==> config.mk <==
export PLATFORM = sky130hd
export DESIGN_NAME = scoreboard_hazard_unit
export DESIGN_NICKNAME = d
export VERILOG_FILES = /design/src/rtl/scoreboard_hazard_unit.sv
export SDC_FILE = /design/constraint.sdc
export NUM_CORES = 1
export LEC_CHECK = 0
export ABC_AREA = 1
export ABC_CLOCK_PERIOD_IN_PS = 6900
export CORE_ASPECT_RATIO = 1.75
export CORE_UTILIZATION = 29
export CTS_CLUSTER_SIZE = 8
export DETAILED_ROUTE_END_ITERATION = 12
export PLACE_DENSITY = 0.42
export SLEW_MARGIN = 20
export SYNTH_ARGS = -nofsm -noshare
export SYNTH_HDL_FRONTEND = slang
export SYNTH_SLANG_ARGS = --single-unit
==> constraint.sdc <==
create_clock -name clk -period 6.9 [get_ports clk]
set_input_delay 1.725 -clock clk [delete_from_list [all_inputs] [get_ports clk]]
set_output_delay 1.725 -clock clk [all_outputs]
set_load 0.02 [all_outputs]
==> src/rtl/scoreboard_hazard_unit.sv <==
// Scoreboard-based hazard unit for the pipelined CPU.
// Each architectural register owns a countdown timer giving the number of
// cycles until its in-flight result can be forwarded to the EX input. The ID
// stage compares those timers against what each instruction needs and drives
// the IF/ID stall, the EX bubble and the IF squash from the result.
module scoreboard_hazard_unit #(
    parameter int REG_AW  = 5,
    parameter int MAX_LAT = 8,
    parameter int LAT_W   = 4,
    parameter int CNT_W   = 32
) (
    input  logic                   clk,
    input  logic                   rst_n,
    input  logic                   id_valid,
    input  logic [REG_AW-1:0]      id_rs,
    input  logic [REG_AW-1:0]      id_rt,
    input  logic                   id_use_rs,
    input  logic                   id_use_rt,
    input  logic [1:0]             id_pc_src,
    input  logic                   branch_taken,
    input  logic                   id_reg_write,
    input  logic [REG_AW-1:0]      id_rd,
    input  logic [LAT_W-1:0]       id_lat,
    input  logic                   id_is_mdu,
    input  logic                   mdu_busy,
    input  logic                   pipe_flush,
    output logic                   stall_if_id,
    output logic                   bubble_ex,
    output logic                   flush_if,
    output logic [(2**REG_AW)-1:0] sb_pending,
    output logic [CNT_W-1:0]       stall_count
);

    localparam int               NUM_REGS  = 2 ** REG_AW;
    localparam logic [LAT_W-1:0] MAX_LAT_V = LAT_W'(MAX_LAT);
    localparam logic [LAT_W-1:0] LAT_ONE   = LAT_W'(1);
    localparam logic [1:0]       PC_BRANCH = 2'b01;
    localparam logic [1:0]       PC_JUMP   = 2'b10;
    localparam logic [1:0]       PC_JR     = 2'b11;

    logic [LAT_W-1:0] timer [NUM_REGS];
    logic [LAT_W-1:0] rsTimer;
    logic [LAT_W-1:0] rtTimer;
    logic [LAT_W-1:0] rdTimer;
    logic [LAT_W-1:0] issueLat;
    logic             rsNeedsZero;
    logic             rtNeedsZero;
    logic             rsReady;
    logic             rtReady;
    logic             srcHazard;
    logic             wawHazard;
    logic             mduHazard;
    logic             stall;
    logic             redirect;
    logic             issue;
    logic             trackWrite;

    assign rsTimer = timer[id_rs];
    assign rtTimer = timer[id_rt];
    assign rdTimer = timer[id_rd];

    // Hazard detection: operands resolved in ID (branch compare, jr target) need the value already written back, everyone else can take a forward
    always_comb begin
        rsNeedsZero = (id_pc_src == PC_BRANCH) || (id_pc_src == PC_JR);
        rtNeedsZero = (id_pc_src == PC_BRANCH);
        rsReady     = rsNeedsZero ? (rsTimer == '0) : (rsTimer <= LAT_ONE);
        rtReady     = rtNeedsZero ? (rtTimer == '0) : (rtTimer <= LAT_ONE);
        srcHazard   = (id_use_rs && !rsReady) || (id_use_rt && !rtReady);
        wawHazard   = id_reg_write && (id_rd != '0) && (rdTimer > id_lat);
        mduHazard   = id_is_mdu && mdu_busy;
        stall       = id_valid && !pipe_flush && (srcHazard || wawHazard || mduHazard);
        redirect    = (id_pc_src == PC_JUMP) || (id_pc_src == PC_JR) ||
                      ((id_pc_src == PC_BRANCH) && branch_taken);
        issue       = id_valid && !stall && !pipe_flush;
        trackWrite  = issue && id_reg_write && (id_rd != '0) && (id_lat != '0);
        issueLat    = (id_lat > MAX_LAT_V) ? MAX_LAT_V : id_lat;
    end

    assign stall_if_id = stall;
    assign bubble_ex   = stall;
    assign flush_if    = id_valid && !pipe_flush && !stall && redirect;

    // Timers load on issue of a tracked writer, otherwise count down to zero; a pipeline flush kills every in-flight writer
    always_ff @(posedge clk or negedge rst_n) begin
        if (!rst_n) begin
            for (int r = 0; r < NUM_REGS; r++) begin
                timer[r] <= '0;
            end
        end else if (pipe_flush) begin
            for (int r = 0; r < NUM_REGS; r++) begin
                timer[r] <= '0;
            end
        end else begin
            timer[0] <= '0;
            for (int r = 1; r < NUM_REGS; r++) begin
                if (trackWrite && (id_rd == REG_AW'(r))) begin
                    timer[r] <= issueLat;
                end else if (timer[r] != '0) begin
                    timer[r] <= timer[r] - LAT_ONE;
                end
            end
        end
    end

    // Expose which registers still have a result in flight
    always_comb begin
        sb_pending = '0;
        for (int r = 0; r < NUM_REGS; r++) begin
            sb_pending[r] = (timer[r] != '0);
        end
    end

    // Count stalled cycles, sticking at all-ones instead of wrapping
    always_ff @(posedge clk or negedge rst_n) begin
        if (!rst_n) begin
            stall_count <= '0;
        end else if (stall && (stall_count != '1)) begin
            stall_count <= stall_count + CNT_W'(1);
        end
    end

endmodule

==> impl_metrics.env <==
export IMPL_status="finished clean"
export IMPL_mostFrequentLayoutCells="nand2_1 (733), inv_1 (229), nor2_1 (197), dfrtp_1 (156), nand3_1 (143)"
export IMPL_hold_viol=0
export IMPL_dr_pass1_iters=5
export IMPL_worstHoldStart="timer[68]$_DFFE_PN0P_"
export IMPL_syn2layout_area_growth_pct=17.8
export IMPL_cp_data_required_time_ns=5.18
export IMPL_portBuffers=96
export IMPL_whs_path_depth=2
export IMPL_cp_num_buf_inv=5
export IMPL_finalCriticalPeriod_ns=6.63
export IMPL_worst_slack_ns=0.273
export IMPL_cpMaxStageDelayCell="clkdlybuf4s50_1"
export IMPL_dp_hpwl_mm=49.7
export IMPL_ir_worst_vdd_mv=0.168
export IMPL_die_height_um=292
export IMPL_synth_seq_cells=156
export IMPL_grt_overflow=0
export IMPL_cp_arrival_ns=4.90
export IMPL_p_leak_uw=0.00825
export IMPL_post_cts_repair_setup_buffers=0
export IMPL_crit_type="input port to output pin"
export IMPL_gp_congestion=0.955
export IMPL_die_width_um=168
export IMPL_ctsHtreeMaxLevel=4
export IMPL_cts_tree="done"
export IMPL_holdCritPathClass="register to register"
export IMPL_clock_path_buffers=2
export IMPL_yosysWarningCount=0
export IMPL_clk_latency_ns=0.48
export IMPL_path_cells="clkdlybuf4s50_1 > inv_1 > nor2_1 > buf_4 > o21ai_0 > nand2_1 > a2111oi_1 > buf_4 > a41oi_1 > ha_1 > nand2_1 > o21ai_0 > o22ai_1 > nor2_2 > a21oi_1 > nand2_1 > nor2_8 > nor2_4 > dlygate4sd2_1"
export IMPL_fin_nets=2300
export IMPL_yosysSeqAreaShare_pct=28.0
export IMPL_synthArstFlopShare_pct=100
export IMPL_grt_total_usage_pct=27.2
export IMPL_cts_repair_resized=6
export IMPL_fmax_mhz=151
export IMPL_antenna_found_initial=2
export IMPL_first_iter_violations=797
export IMPL_n_fill_cell=5255
export IMPL_rsz0062_at_grt="false"
export IMPL_crit_family="buffers and inverters"
export IMPL_cts_root_buf="clkbuf_16"
export IMPL_multi_input_area_mm2=0.00870
export IMPL_reg2reg_depth=19
export IMPL_stdcell_count=2840
export IMPL_synth_edf_count=0
export IMPL_dieArea_mm2=0.0490
export IMPL_place_area_mm2=0.0158
export IMPL_worst_slew_pin_slew_ns=0.980
export IMPL_drive_gt1_share_pct=10.5
export IMPL_ios=98
export IMPL_drt_vias_per_instance=5.20
export IMPL_final_max_slew_viol_count=0
export IMPL_cp_end_kind="output pin"
export IMPL_layout_commonest_cell="nand2_1"
export IMPL_fp_row_count=106
export IMPL_seqCellArea_mm2=0.00390
export IMPL_syn_inst=2130
export IMPL_syn_num_nets=2197
export IMPL_holdPathEnd="timer[68]$_DFFE_PN0P_"
export IMPL_clkSlewWorstSetupHoldPaths_ns=0.07
export IMPL_maxCapViolCount=0
export IMPL_syn_area_per_cell_um2=6.55
export IMPL_grt_pass1_wl_mm=96.4
export IMPL_final_core_util_pct=34.5
export IMPL_num_antenna_cells=0
export IMPL_finalSetupViolations=0
export IMPL_r2r_end="timer[99]$_DFFE_PN0P_"
export IMPL_period_share_pct=96.0
export IMPL_cts_sinks=156
export IMPL_final_area_mm2=0.0164
export IMPL_drt_total_wl_mm=65.5
export IMPL_vias=14800
export IMPL_dpl_cell_count=2808
export IMPL_path_common_cell="nand2_1"
export IMPL_detail_route_antenna_nets=0
export IMPL_grt_pass1_vias=14800
export IMPL_hold_buffers=0
export IMPL_path_max_fanout=4
export IMPL_start_util_pct=29.3
export IMPL_numCtsBuffers=17
export IMPL_dpl_worst_slack_ns=-0.266
export IMPL_startpoint_type="input port"
export IMPL_clock_skew_final_ns=0.0135
export IMPL_synth_cell_types=47
export IMPL_max_stage_delay_ns=0.53
export IMPL_rr_startpoint="timer[43]$_DFFE_PN0P_"
export IMPL_syn_area_mm2=0.0139
export IMPL_p_per_area_mw_per_mm2=400
export IMPL_wire_per_inst_um=23.0
export IMPL_grt_max_degree=137
export IMPL_r2r_slack_ns=2.42
export IMPL_ys_flop_type="dfrtp_1"
export IMPL_drcViolationCount=0
export IMPL_core_area_mm2=0.0476
export IMPL_relSlewSlack_pct=34.2
==> stage by stage <==
stage                     hold slack, ns  TNS, ns  total power [uW]
after CTS                          0.485        0              6630
after global placement             0.464   -0.953              5620
after floorplan                    0.449        0              4220
after global routing               0.502        0              7130
final                              0.480        0              6570
after detailed placement           0.465   -0.794              5600
==> worst max-delay path by stage <==
stage / startpoint / end / slack [ns] / cells past startpoint
floorplan: id_rd[0] / stall_if_id / 0.88 / 20
global placement: id_rd[0] / stall_if_id / -0.32 / 19
detailed placement: id_rd[1] / stall_if_id / -0.27 / 19
CTS: id_rd[0] / stall_if_id / 0.01 / 21
global route: id_rd[2] / bubble_ex / 0.04 / 19
finish: id_rd[3] / stall_if_id / 0.27 / 19
==> synth_stat cells (all sizes together) (3+ instances only) <==
cell type  count  area, um^2
nand4        103        1100
ha            36         450
xnor2         34         298
xor2          54         473
nand2        754        2880
nor3          46         230
nand3        143         716
buf           54         367
or2            4        25.0
o22ai         41         257
a221oi         3        26.3
nor4           5        31.3
a41oi          4        42.6
nor2         210         835
inv          237         895
o211ai        13         113
o21ai        104         524
a22oi         11        82.6
o221ai         7        61.3
dfrtp        156        3900
a21oi         62         423
clkbuf        41         154
==> cell type report <==
type                    instances  share of cell area [%]
flip-flops and latches        156                    23.8
inverters                     238                    5.47
repair buffers                179                    9.81
clock inverters                14                   0.815
multi-input cells            1641                    53.0
well taps                     594                    4.53
clock buffers                  18                    2.61
==> kinds of logic after synthesis <==
kind of cell	count (synthesis)	share of synthesized area, %
xor+xnor	88	5.53
other cells	1	0.0269
simple gates	1266	41.7
buf+inv	333	10.2
compound gates	250	11.3
fa+ha+maj	36	3.23
flops	156	28.0
==> sequential cells by signal, indices dropped and copies added, names as in the netlist <==
signal and count:
timer 124, stall_count 32
==> tightest hold or removal path, stage by stage (launching register included) <==
cell and delay [ns]:
dfrtp_1 0.35, nand2_1 0.05, nand2_1 0.05
==> power breakdown <==
part	switching, uW	leakage (uW)	internal, uW
Clock	467	0.000261	502
Combinational	2460	0.00596	1470
Sequential	406	0.00203	1270
Total	3330	0.00825	3240
==> routing by layer <==
metal / up-vias / routed length (um) / global-route usage (%)
li1: 7138 / - / -
met1: 6988 / 23800 / 28.0
met2: 477 / 35600 / 52.4
met3: 155 / 2860 / 4.30
met4: 4 / 3270 / 13.6
met5: - / 20 / 0
Note: power is estimated with default switching activity, not from simulation.
